--- config.mk ---
export PLATFORM = sky130hd
export DESIGN_NAME = pipe_stage_chain
export DESIGN_NICKNAME = d
export VERILOG_FILES = /design/src/rtl/pipe_stage_chain.sv
export SDC_FILE = /design/constraint.sdc
export NUM_CORES = 1
export LEC_CHECK = 0
export CAP_MARGIN = 20
export CORE_ASPECT_RATIO = 1.25
export CORE_MARGIN = 2
export CORE_UTILIZATION = 41
export CTS_BUF_LIST = sky130_fd_sc_hd__clkbuf_8
export DETAILED_ROUTE_END_ITERATION = 7
export PLACE_DENSITY = 0.78
export SYNTH_ARGS = -nofsm -noshare
export SYNTH_HDL_FRONTEND = slang
export SYNTH_SLANG_ARGS = --single-unit
--- constraint.sdc ---
create_clock -name clk -period 10 [get_ports clk]
set_clock_uncertainty 0.2 [all_clocks]
set_input_delay 3 -clock clk [delete_from_list [all_inputs] [get_ports clk]]
set_output_delay 3 -clock clk [all_outputs]
set_load 0.02 [all_outputs]
--- src/rtl/pipe_stage_chain.sv ---
// Parametrised chain of pipeline registers. It supports per-stage stall and
// flush, tracks a valid bit per stage, inserts bubbles and counts them.
module pipe_stage_chain #(
   parameter int               WIDTH     = 32,
   parameter int               STAGES    = 4,
   parameter logic [WIDTH-1:0] NOP_VALUE = '0,
   parameter int               CNT_W     = 16
) (
   input  logic                        clk,
   input  logic                        R,
   input  logic [WIDTH-1:0]            in_data,
   input  logic                        in_valid,
   output logic                        in_ready,
   input  logic [STAGES-1:0]           stall,
   input  logic [STAGES-1:0]           flush,
   output logic [WIDTH*STAGES-1:0]     stage_data,
   output logic [STAGES-1:0]           stage_valid,
   output logic [WIDTH-1:0]            out_data,
   output logic                        out_valid,
   output logic [$clog2(STAGES+1)-1:0] occupancy,
   output logic [CNT_W-1:0]            bubble_count
);

   localparam int OCC_W = $clog2(STAGES+1);
   localparam int INC_W = $clog2(STAGES);
   localparam int SUM_W = CNT_W + INC_W;
   localparam logic [SUM_W-1:0] CNT_MAX = SUM_W'({CNT_W{1'b1}});

   logic [STAGES-1:0] hold;
   logic [INC_W-1:0]  bubble_inc;
   logic [SUM_W-1:0]  bubble_sum;
   logic [CNT_W-1:0]  bubble_reg;
   logic [CNT_W-1:0]  bubble_next;

   // A stall at stage k backs up into every earlier stage.
   assign hold[STAGES-1] = stall[STAGES-1];
   genvar gi;
   generate
      for (gi = 0; gi < STAGES-1; gi++) begin : g_hold
         assign hold[gi] = stall[gi] | hold[gi+1];
      end
   endgenerate

   assign in_ready = ~hold[0];

   generate
      for (gi = 0; gi < STAGES; gi++) begin : g_stage
         logic [WIDTH-1:0] data_reg;
         logic             valid_reg;

         if (gi == 0) begin : g_head
            always_ff @(posedge clk or posedge R) begin
               if (R) begin
                  data_reg  <= NOP_VALUE;
                  valid_reg <= 1'b0;
               end else if (flush[0]) begin
                  data_reg  <= NOP_VALUE;
                  valid_reg <= 1'b0;
               end else if (!hold[0]) begin
                  data_reg  <= in_data;
                  valid_reg <= in_valid;
               end
            end
         end else begin : g_body
            always_ff @(posedge clk or posedge R) begin
               if (R) begin
                  data_reg  <= NOP_VALUE;
                  valid_reg <= 1'b0;
               end else if (flush[gi]) begin
                  data_reg  <= NOP_VALUE;
                  valid_reg <= 1'b0;
               end else if (!hold[gi]) begin
                  if (hold[gi-1]) begin
                     data_reg  <= NOP_VALUE;
                     valid_reg <= 1'b0;
                  end else begin
                     data_reg  <= stage_data[WIDTH*(gi-1) +: WIDTH];
                     valid_reg <= stage_valid[gi-1];
                  end
               end
            end
         end

         assign stage_data[WIDTH*gi +: WIDTH] = data_reg;
         assign stage_valid[gi]               = valid_reg;
      end
   endgenerate

   assign out_data  = stage_data[WIDTH*(STAGES-1) +: WIDTH];
   assign out_valid = stage_valid[STAGES-1];

   always_comb begin
      occupancy = '0;
      for (int k = 0; k < STAGES; k++)
         occupancy = occupancy + OCC_W'(stage_valid[k]);
   end

   // Bubbles come from a moving stage directly behind a held one. NOPs that a
   // flush creates are not counted.
   always_comb begin
      bubble_inc = '0;
      for (int k = 1; k < STAGES; k++)
         if (!flush[k] && !hold[k] && hold[k-1])
            bubble_inc = bubble_inc + INC_W'(1);
   end

   assign bubble_sum  = SUM_W'(bubble_reg) + SUM_W'(bubble_inc);
   assign bubble_next = (bubble_sum > CNT_MAX) ? {CNT_W{1'b1}} : bubble_sum[CNT_W-1:0];

   always_ff @(posedge clk or posedge R) begin
      if (R) bubble_reg <= '0;
      else   bubble_reg <= bubble_next;
   end

   assign bubble_count = bubble_reg;

endmodule

== Word-level counts from Yosys, hierarchy flattened ==
Index checks and enable logic that the tools add are counted.

* Input bits: 43
* Output and inout port bits: 185
* Flip-flop bits (word level): 148

* Order comparisons: 1
* Bitwise logic cells: 4
* Reduce and logical (&&, ||, !) cells: 12
* Add/subtract/negate cells: 6
* Muxes and demuxes: 26
* Eq/ne operators: 4

{| class="wikitable"
|+ Operator list
! kind !! count
|-
| $mux W32 || 11
|-
| $add A16 B2 Y17 || 1
|-
| $gt A17 B16 Y1 const B || 1
|-
| $mux W16 || 1
|-
| $mux W1 || 12
|-
| $logic_and A1 B1 Y1 || 6
|-
| $logic_not A1 Y1 || 6
|-
| $ne A2 B2 Y1 const B || 3
|-
| $add A2 B1 Y2 const B || 2
|-
| $mux W2 || 2
|-
| $add A2 B1 Y3 || 1
|-
| $add A3 B1 Y3 || 1
|-
| $or A1 B1 Y1 || 3
|-
| $add A1 B1 Y2 || 1
|-
| $ne A2 B1 Y1 const B || 1
|-
| $not A1 Y1 || 1
|}

== Longest topological paths before layout ==
Gate-level depths: netlist of the first run.

* Word-level depth: 13
* Depth in mapped cells: 15
* Depth with buffers taken out: 13

== Worst setup path before layout of the first run ==
Ideal clock, no wire load.

* Kind: input to output
* Start point: in stall[2]
* End point: out in_ready
* Slack: 2867 ps
* Arrival: 3933 ps
* Buffers on the path: 2
* Stages: 5
* Cell sequence: or2_1 -> or3_1 -> buf_6 -> inv_4 -> buf_6

* Longest elaborated chain between the ends: 4

{| class="wikitable"
|+ RTL lines
! element !! line !! RTL
|-
| start, declared || 14 || <nowiki>input logic [STAGES-1:0] stall,</nowiki>
|-
| $or A1 B1 Y1 (3 in series) || 40 || <nowiki>assign hold[gi] = stall[gi] | hold[gi+1];</nowiki>
|-
| $not A1 Y1 || 44 || <nowiki>assign in_ready = ~hold[0];</nowiki>
|-
| end, declared || 13 || <nowiki>output logic in_ready,</nowiki>
|}

Every way passes these cells.

== Worst setup path in the final report of the first run ==
* Start point: in stall[3]
* End point: out in_ready

The elaborated chain is that of the path after synthesis.

==> results of run 1 <==
[cells by family (layout without fill, tap and decap cells)]
family | count (synthesis) | in the layout | share of synthesized area [%]
flops | 148 | 148 | 60.99
compound gates | 141 | 141 | 17.60
simple gates | 121 | 121 | 9.252
buf+inv | 83 | 281 | 8.407
xor+xnor | 9 | 9 | 1.298
fa+ha+maj | 8 | 8 | 1.896
mux | 3 | 3 | 0.5563
[worst max-delay path: stages]
cell	delay, ns
clkdlybuf4s50_1	0.43
or2_1	0.38
or3_2	0.52
inv_4	0.31
clkdlybuf4s50_1	0.68
[how the worst min path moves through the flow]
stage                            startpoint                       to  depth (start not counted)
floorplan              g_stage[0].valid_reg     g_stage[1].valid_reg                          1
finish              g_stage[0].data_reg[17]  g_stage[1].data_reg[17]                          1
detailed placement  g_stage[0].data_reg[17]  g_stage[1].data_reg[17]                          1
global placement     g_stage[0].data_reg[4]   g_stage[1].data_reg[4]                          1
global route        g_stage[1].data_reg[17]  g_stage[2].data_reg[17]                          1
CTS                 g_stage[0].data_reg[13]  g_stage[1].data_reg[13]                          1
[layer usage]
metal / share of wire (%) / GRT usage, % / wire, um / up-vias
met1: 38 / 24.64 / 6477 / 2420
met2: 52 / 37.19 / 8831 / 173
met3: 5.7 / 4.890 / 962 / 36
met4: 3.5 / 10.01 / 588 / 0
met5: 0 / 0 / 0 / -
li1: - / - / - / 2145
[per-stage QoR]
stage	setup slack, ns	instance area (um^2)	hold slack, ns	utilization, %
3_5_place_dp	1.484	8193	0.3063	56.87
5_1_grt	1.358	8606	0.3399	59.73
2_1_floorplan	2.820	6072	0.3101	-
3_3_place_gp	1.515	8193	0.3000	56.87
4_1_cts	1.475	8606	0.3203	59.73
6_report	1.469	8606	0.3163	59.73
[synth_stat cells, types with 5 or more instances]
| cell type | number |
|---|---|
| buf_2 | 7 |
| a21oi_1 | 40 |
| clkbuf_1 | 15 |
| buf_6 | 7 |
| nand2_1 | 81 |
| ha_1 | 6 |
| nor2_1 | 10 |
| xor2_1 | 5 |
| buf_4 | 36 |
| dfrtp_1 | 148 |
| inv_1 | 13 |
| a22o_1 | 96 |
[cell type report]
type / count / area share (%)
Tap cell: 178 / 2.588
Sequential cell: 148 / 43.04
Timing Repair Buffer: 235 / 27.10
Inverter: 14 / 0.6979
Clock buffer: 17 / 2.719
Clock inverter: 15 / 2.079
Multi-Input combinational cell: 282 / 21.78
[where the power goes]
| group | internal [uW] | switching, uW |
|---|---|---|
| registers | 614 | 21.4 |
| clock network | 249 | 230 |
| logic | 61.0 | 78.2 |
==> summary.txt, run 1 <==
Route
  • Routed wire per std cell: approximately 19 um
  • Via count: approximately 4,800
  • Vias/cell: between 5 and 6
  • Wire length after detailed routing: 16,860 um
  • Remaining DRCs: 0
  • Initial DRC count: 252
  • Detail Route Antenna Nets: 0
  • Detailed-router iteration count before antenna repair: 4

Clock tree
  • CTS Sinks: between 100 and 150
  • H-tree depth: 4
  • Post-CTS Hold Fix Bufs: 0
  • Clock Path Buffers: 2
  • Root buffer cell: clkbuf_8
  • CTS Buf Count: 17
  • Resize count post-CTS: 0
  • Clock slew at reported path FFs: ~0.08 ns
  • Post-CTS Setup Repair Bufs: 0
  • Clock Latency Late Sink: about 0.44 ns
  • CTS tree: yes

Floorplanning
  • Chip Height: around 140 um
  • Core area: 14,410 um^2
  • IO Pins: between 200 and 250
  • Initial Util: 42.15%
  • DIE WIDTH: ~110 um
  • Row count: between 40 and 50
  • Full die area: 15,810 um^2

GRT
  • Grt ovf: 0
  • First-pass GRT wire length: 26,460 um
  • Initial antenna violation count: 0
  • Total Routing Usage GR: about a fifth
  • Largest net degree at the start of global routing: 77
  • Vias in the first global route: 4,840

Logic synthesis
  • Yosys warns: 0
  • Main synth FF type: dfrtp_1
  • Mean Syn Cell Area: 11.84 um^2
  • Seq/Total Area, Yosys: 60.99%
  • Post-synthesis async set-or-reset flop share: 100.0%
  • Post-synth EDFFs: 0
  • Area leader, netlist: dfrtp_1
  • #FFs+latches synth: approximately 150
  • Synth unique cells: 35
  • Main area contributors after synthesis: dfrtp_1, a22o_1, nand2_1
  • Mapped Cells: 513
  • Top cell type's share of synthesized area: between 60% and 70%
  • Area of the mapped netlist: a little over 6000 um^2
  • Syn Nets: about 560

Worst setup path
  • Reg-to-reg endpoint: bubble_count[11]
  • Cell count of the worst reg-to-reg path: 7
  • Crit Path Category: primary input to output port
  • Reg2reg setup slack: approximately 7.4 ns
  • Crit. End Element: output port
  • Setup crit end: in_ready
  • CP startpoint kind: primary input
  • Critical Path RT: 6.80 ns
  • Worst R2R Start: bubble_count[0]
  • Critical path arrival: about 5.3 ns
  • Maximum fanout along the worst path: 34
  • Critical path launch point: stall[3]

Finish
  • Multi-input combinational cell area: between 1500 and 2000 um^2
  • Diode count: 0
  • Layout Cells excl Fill: 889
  • Max reg flops: 96
  • Filler cells: roughly 1,100
  • Layout cells sized above 1: 7.314%
  • Layout area overhead: 41.73%
  • Most common cell after layout, fill and taps aside: clkdlybuf4s50_1
  • Most frequent cells in the layout: clkdlybuf4s50_1, dfrtp_1, a22o_1, nand2_1, a21oi_1
  • Fin nets: 749
  • Register area: around 3700 um^2

Timing
  • Least-Margin Pin Slew: around 0.93 ns
  • Final period util: between 80% and 90%
  • Tmin final: between 8 and 9 ns
  • Setup TNS: 0 ns
  • Final Hold Fails: 0
  • RSZ-0062 raised after global routing: no
  • Setup violators final: 0
  • Slew headroom: 38.21%
  • Slew Limit Fails: 0
  • FMAX: between 100 and 150 MHz

Pwr
  • Leakage power: about 0.0038 uW
  • VDD IR-drop max: around 0.11 mV
  • Power Total: ~1300 uW
  • Power density over cell area: about 150 nW/um^2

Placement
  • Placed cell count: 857
  • GP Congestion: between 0.8 and 0.9
  • Port-buffer cells: roughly 230
  • Post-detail-place hpwl: 12,040 um

Flow run
  • Max cap viols: 0

Hold path
  • Hold crit path type: flop to flop

Run status
  • Status: complete, no violations
(Power assumes the default switching activity.)
==> run 2, diff against run 1 <==
CTS_CLUSTER_DIAMETER = 40   (was unset)
clock period = 9 ns   (was 10 ns; I/O delays follow)
==> summary.txt, run 2 (synthesis results as in run 1) <==
Worst setup path
  • Reg2reg setup slack: 6.39 ns (-0.98 ns)
  • Cell count of the worst reg-to-reg path: 7 (unchanged)
  • Critical path arrival: 5.05 ns (-0.28 ns)
  • Critical Path Most Common Cell: clkdlybuf4s50_1
  • Max incr delay on CP: 0.68 ns (about the same)
  • Reg-to-reg endpoint: bubble_count[11]
  • Setup crit end: in_ready
  • Critical-path top delay cell: clkdlybuf4s50_1
  • Critical path launch point: stall[3]
  • CP cell instances: clkdlybuf4s50_1, or2_1, or3_2, inv_4, clkdlybuf4s50_1
  • Crit Path Category: primary input to output port
  • Critical Path RT: 6.10 ns (-0.70 ns)
  • CP startpoint kind: primary input
  • Maximum fanout along the worst path: 34 (unchanged)
  • Crit. End Element: output port
  • Worst R2R Start: bubble_count[0]

Timing
  • Setup violators final: 0 (unchanged)
  • Final Hold Fails: 0 (unchanged)
  • RSZ-0062 raised after global routing: no
  • Slew headroom: 44.32% (+6.1 points)
  • Least-Margin Pin Slew: 0.8351 ns (-0.09174 ns)
  • Tmin final: 7.954 ns
  • Slew Limit Fails: 0 (unchanged)
  • Setup TNS: 0 ns (unchanged)
  • Final period util: 88.38%
  • FMAX: 125.7 MHz

Finish
  • Most common cell after layout, fill and taps aside: clkdlybuf4s50_1
  • Max reg flops: 96 (unchanged)
  • Layout area overhead: 41.81% (about the same)
  • Diode count: 0 (unchanged)
  • Layout Cells excl Fill: 888 (-0.11%)
  • Fin nets: 749 (unchanged)
  • Layout cells sized above 1: 7.183% (-0.13 points)
  • Most frequent cells in the layout: clkdlybuf4s50_1, dfrtp_1, a22o_1, nand2_1, a21oi_1

Clock tree
  • CTS Buf Count: 17 (unchanged)
  • Clock slew at reported path FFs: 0.07 ns (about the same)
  • H-tree depth: 4 (unchanged)
  • Root buffer cell: clkbuf_8
  • Post-CTS Hold Fix Bufs: 0 (unchanged)
  • Resize count post-CTS: 0 (unchanged)
  • Post-CTS Setup Repair Bufs: 0 (unchanged)
  • CTS tree: yes
  • Clock Path Buffers: 2 (unchanged)
  • CTS Sinks: 148 (unchanged)
  • Clock Latency Late Sink: 0.43 ns (about the same)

Hold path
  • Hold crit path type: flop to flop

Floorplanning
  • Core area: 14,410 um^2 (unchanged)
  • Chip Height: 140.1 um (unchanged)
  • Row count: 49 (unchanged)
  • IO Pins: 228 (unchanged)
  • Initial Util: 42.15% (unchanged)
  • DIE WIDTH: 112.9 um (unchanged)
  • Full die area: 15,810 um^2 (unchanged)

Route
  • Initial DRC count: 335 (+33%)
  • Vias/cell: 5.342 (-0.52%)
  • Via count: 4,744 (-0.63%)
  • Detailed-router iteration count before antenna repair: 5 (+1)
  • Remaining DRCs: 0 (unchanged)
  • Routed wire per std cell: 19.19 um (+1.2%)
  • Detail Route Antenna Nets: 0 (unchanged)
  • Wire length after detailed routing: 17,040 um (+1.1%)

Placement
  • Port-buffer cells: 227 (unchanged)
  • Post-detail-place hpwl: 12,200 um (+1.3%)
  • Placed cell count: 857 (unchanged)
  • GP Congestion: 0.8565 (-2.7%)

GRT
  • Grt ovf: 0 (unchanged)
  • Total Routing Usage GR: 21.69% (+0.40 points)
  • Initial antenna violation count: 0 (unchanged)
  • First-pass GRT wire length: 26,850 um (+1.5%)
  • Vias in the first global route: 4,789 (-1.1%)
  • Largest net degree at the start of global routing: 81 (+5.2%)

Run status
  • Status: complete, no violations

Pwr
  • VDD IR-drop max: 0.1149 mV (+6.7%)
  • Power density over cell area: 161.9 nW/um^2 (+11%)
  • Leakage power: 0.003783 uW (-0.11%)

Flow run
  • Max cap viols: 0 (unchanged)
==> run 2: cell types whose count changed in the layout (fill, tap and decap cells not counted) <==
| cell | delta |
|---|---|
| clkbuf_8 | +2 |
| clkinv_2 | -2 |
| clkinv_4 | +1 |
| clkinvlp_4 | +1 |
| inv_6 | -2 |
| inv_8 | -1 |
==> run 2: metrics by stage <==
stage | cell area (um^2) | utilization [%] | hold slack [ns] | setup slack (ns) | total power (uW)
detailed placement | 8193 | 56.87 | 0.3069 | 1.053 | 878.1
CTS | 8611 | 59.77 | 0.3229 | 1.047 | 1408
global route | 8611 | 59.77 | 0.3448 | 0.9681 | 1454
finish | 8611 | 59.77 | 0.3233 | 1.046 | 1394
global placement | 8193 | 56.87 | 0.3016 | 1.107 | 870.7
floorplan | 6072 | - | 0.3101 | 2.120 | 796.3
==> run 2: cell type report <==
cell class                 count  area [um^2]
multi-input combinational    282         1874
fill                        1186         5797
clock inverter                12        156.4
inverter                      14        60.06
tap                          178        222.7
timing repair buffer         235         2332
clock buffer                  19        261.5
sequential                   148         3704
==> run 2: where the power goes <==
group | switching [uW] | total, uW | internal, uW
clock | 242 | 530 | 288
combinational | 89.7 | 158 | 68.0
sequential | 24.5 | 707 | 683
==> run 2: per-layer routing <==
layer	global-route usage [%]	vias up	part of all wire [%]
met1	25.80	2365	38
met3	4.543	41	5.5
met4	9.435	0	3.4
met2	37.82	197	53
li1	-	2141	-
met5	0	-	0
==> run 2: critical path, delay by kind of cell <==
kind	cells	cell delay (ns)
and+or+nand+nor	2	0.89
buffers and inverters	3	1.44
==> run 2: worst min-delay path by stage <==
stage,from,end,depth (start not counted)
floorplan,g_stage[0].valid_reg,g_stage[1].valid_reg,1
global placement,g_stage[0].data_reg[12],g_stage[1].data_reg[12],1
detailed placement,g_stage[0].data_reg[26],g_stage[1].data_reg[26],1
CTS,g_stage[0].data_reg[10],g_stage[1].data_reg[10],1
global route,g_stage[1].data_reg[11],g_stage[2].data_reg[11],1
finish,g_stage[0].data_reg[5],g_stage[1].data_reg[5],1
==> run 3, diff against run 2 <==
GPL_TIMING_DRIVEN = 0   (was unset)
HOLD_SLACK_MARGIN = 0.03   (was unset)
PLACE_DENSITY = unset   (was 0.78)
PLACE_DENSITY_LB_ADDON = 0.05   (was unset)
==> summary.txt, run 3 (synthesis results as in run 1) <==
Run status
  • Status: complete, no violations

Worst setup path
  • Critical path arrival: 4.76 ns (-0.29 ns)
  • CP delay by family, top: buffers and inverters
  • Worst path buffer plus inverter count: 5 (+2)
  • Reg2reg setup slack: 6.53 ns (+0.14 ns)
  • Critical-path top delay cell: clkdlybuf4s50_1
  • Max incr delay on CP: 0.60 ns (-0.08 ns)
  • Crit Path Category: primary input to output port
  • Crit path depth: 7 (+2)
  • Cell count of the worst reg-to-reg path: 8 (+1)
  • CP cell instances: clkdlybuf4s50_1, or2_1, or3_1, buf_6, inv_4, buf_6, clkdlybuf4s50_1
  • Critical Path RT: 6.10 ns (about the same)
  • Worst R2R Start: bubble_count[0]
  • CP startpoint kind: primary input
  • Critical path launch point: stall[3]
  • Crit. End Element: output port
  • Reg-to-reg endpoint: bubble_count[9]
  • Maximum fanout along the worst path: 10 (-71%)
  • Setup crit end: in_ready

Clock tree
  • CTS Sinks: 148 (unchanged)
  • Root buffer cell: clkbuf_8
  • Clock Latency Late Sink: 0.43 ns (about the same)
  • Post-CTS Setup Repair Bufs: 0 (unchanged)
  • Resize count post-CTS: 0 (unchanged)
  • Clock Path Buffers: 2 (unchanged)
  • Post-CTS Hold Fix Bufs: 0 (unchanged)
  • H-tree depth: 4 (unchanged)
  • Clock slew at reported path FFs: 0.08 ns (about the same)
  • CTS Buf Count: 17 (unchanged)
  • CTS tree: yes

Finish
  • Most frequent cells in the layout: clkdlybuf4s50_1, dfrtp_1, a22o_1, nand2_1, a21oi_1
  • Diode count: 0 (unchanged)
  • Filler cells: 1,213 (+2.3%)
  • Multi-input combinational cell area: 1858 um^2 (-0.87%)
  • Max reg flops: 96 (unchanged)
  • Layout cells sized above 1: 11.30% (+4.1 points)
  • Layout area overhead: 48.26%
  • Most common cell after layout, fill and taps aside: clkdlybuf4s50_1
  • Layout Cells excl Fill: 948 (+6.8%)
  • Fin nets: 809 (+8.0%)
  • Final design utilization: 62.48% (+2.7 points)
  • Register area: 3704 um^2 (unchanged)

GRT
  • Vias in the first global route: 5,107 (+6.6%)
  • First-pass GRT wire length: 27,570 um (+2.7%)
  • Initial antenna violation count: 0 (unchanged)
  • Total Routing Usage GR: 22.20% (+0.52 points)
  • Largest net degree at the start of global routing: 77 (-4.9%)
  • Grt ovf: 0 (unchanged)

Route
  • Detailed-router iteration count before antenna repair: 4 (-1)
  • Wire length after detailed routing: 17,100 um (+0.39%)
  • Met3 WL: 1094 um (+17%)
  • Post-Route M1 WL: 7123 um (+9.7%)
  • Detail Route Antenna Nets: 0 (unchanged)
  • Highest Signal Layer: met4
  • Vias/cell: 5.166 (-3.3%)
  • Met2 wire len: 8538 um (-5.5%)
  • Via count: 4,897 (+3.2%)
  • Routed wire per std cell: 18.04 um (-6.0%)
  • Initial DRC count: 261 (-22%)
  • Remaining DRCs: 0 (unchanged)

Floorplanning
  • Initial Util: 42.15% (unchanged)
  • IO Pins: 228 (unchanged)
  • Full die area: 15,810 um^2 (unchanged)
  • DIE WIDTH: 112.9 um (unchanged)
  • Row count: 49 (unchanged)
  • Core area: 14,410 um^2 (unchanged)
  • Chip Height: 140.1 um (unchanged)

Timing
  • Final Hold Fails: 0 (unchanged)
  • Slew headroom: 53.01% (+8.7 points)
  • Slew Limit Fails: 0 (unchanged)
  • Final period util: 85.10% (-3.3 points)
  • RSZ-0062 raised after global routing: no
  • Setup TNS: 0 ns (unchanged)
  • Setup violators final: 0 (unchanged)
  • Tmin final: 7.659 ns (-0.2948 ns)
  • FMAX: 130.6 MHz (+3.8%)
  • Least-Margin Pin Slew: 0.7023 ns (-0.1329 ns)

Pwr
  • Clk network pwr share: 38.9% (+0.9 points)
  • Power density over cell area: 157.7 nW/um^2 (-2.6%)
  • Leakage power: 0.004053 uW (+7.1%)
  • Combinational fraction of design power: 11.3% (about the same)
  • VDD IR-drop max: 0.1152 mV (+0.24%)
  • Switching share of power: 25.90% (+0.38 points)
  • Sw Pwr: 367.9 uW (+3.4%)
  • Cell Int Power: 1052 uW (+1.3%)
  • Reg power frac: 49.8% (-0.9 points)

Placement
  • Port-buffer cells: 225 (-0.88%)
  • Placed cell count: 917 (+7.0%)
  • Post-detail-place hpwl: 12,710 um (+4.1%)
  • GP Congestion: 0.8209 (-4.2%)

Hold path
  • Hold crit path type: flop to flop

Flow run
  • Max cap viols: 0 (unchanged)
==> run 3: cell count changes in the layout (fill, tap and decap cells not counted), moves of 4 or more <==
cell,previous run,this run
buf_4,8,36
clkbuf_1,0,15
buf_6,0,7
buf_1,0,4
buf_2,0,7
==> run 3: worst min-delay path by stage <==
stage	slack (ns)	depth (start not counted)	to	startpoint
after floorplan	0.31	1	g_stage[1].valid_reg	g_stage[0].valid_reg
after global placement	0.30	1	g_stage[1].data_reg[29]	g_stage[0].data_reg[29]
after detailed placement	0.30	1	g_stage[1].data_reg[31]	g_stage[0].data_reg[31]
after CTS	0.32	1	g_stage[1].data_reg[19]	g_stage[0].data_reg[19]
after global routing	0.33	1	g_stage[1].data_reg[13]	g_stage[0].data_reg[13]
final	0.32	1	g_stage[1].data_reg[3]	g_stage[0].data_reg[3]
==> run 3: metal layers <==
metal	vias up	GRT usage, %
li1	2259	-
met1	2433	28.37
met2	181	37.09
met3	24	5.495
met4	0	7.317
met5	-	0
==> run 3: power groups by stage <==
stage	clock network (uW)	registers (uW)	logic (uW)
3_5_place_dp	0	718	163
2_1_floorplan	0	736	59.8
4_1_cts	562	706	163
6_report	553	707	160
3_3_place_gp	0	718	157
5_1_grt	589	710	177
==> run 3: final cells by class <==
class | instances | share of cell area, %
tap | 178 | 2.474
buffer | 69 | 5.059
clock inverter | 14 | 2.099
multi-input combinational | 282 | 20.64
timing repair buffer | 226 | 25.32
sequential | 148 | 41.14
clock buffer | 17 | 2.599
inverter | 14 | 0.6671
==> run 3: per-stage QoR <==
| step | cell area [um^2] | setup WS [ns] | hold WS (ns) | power (uW) |
|---|---|---|---|---|
| 2_1_floorplan | 6072 | 2.120 | 0.3101 | 796.3 |
| 3_3_place_gp | 8547 | 0.1948 | 0.2990 | 874.7 |
| 3_5_place_dp | 8579 | 1.343 | 0.3031 | 880.8 |
| 4_1_cts | 9002 | 1.343 | 0.3188 | 1431 |
| 5_1_grt | 9002 | 1.256 | 0.3319 | 1476 |
| 6_report | 9002 | 1.341 | 0.3168 | 1420 |
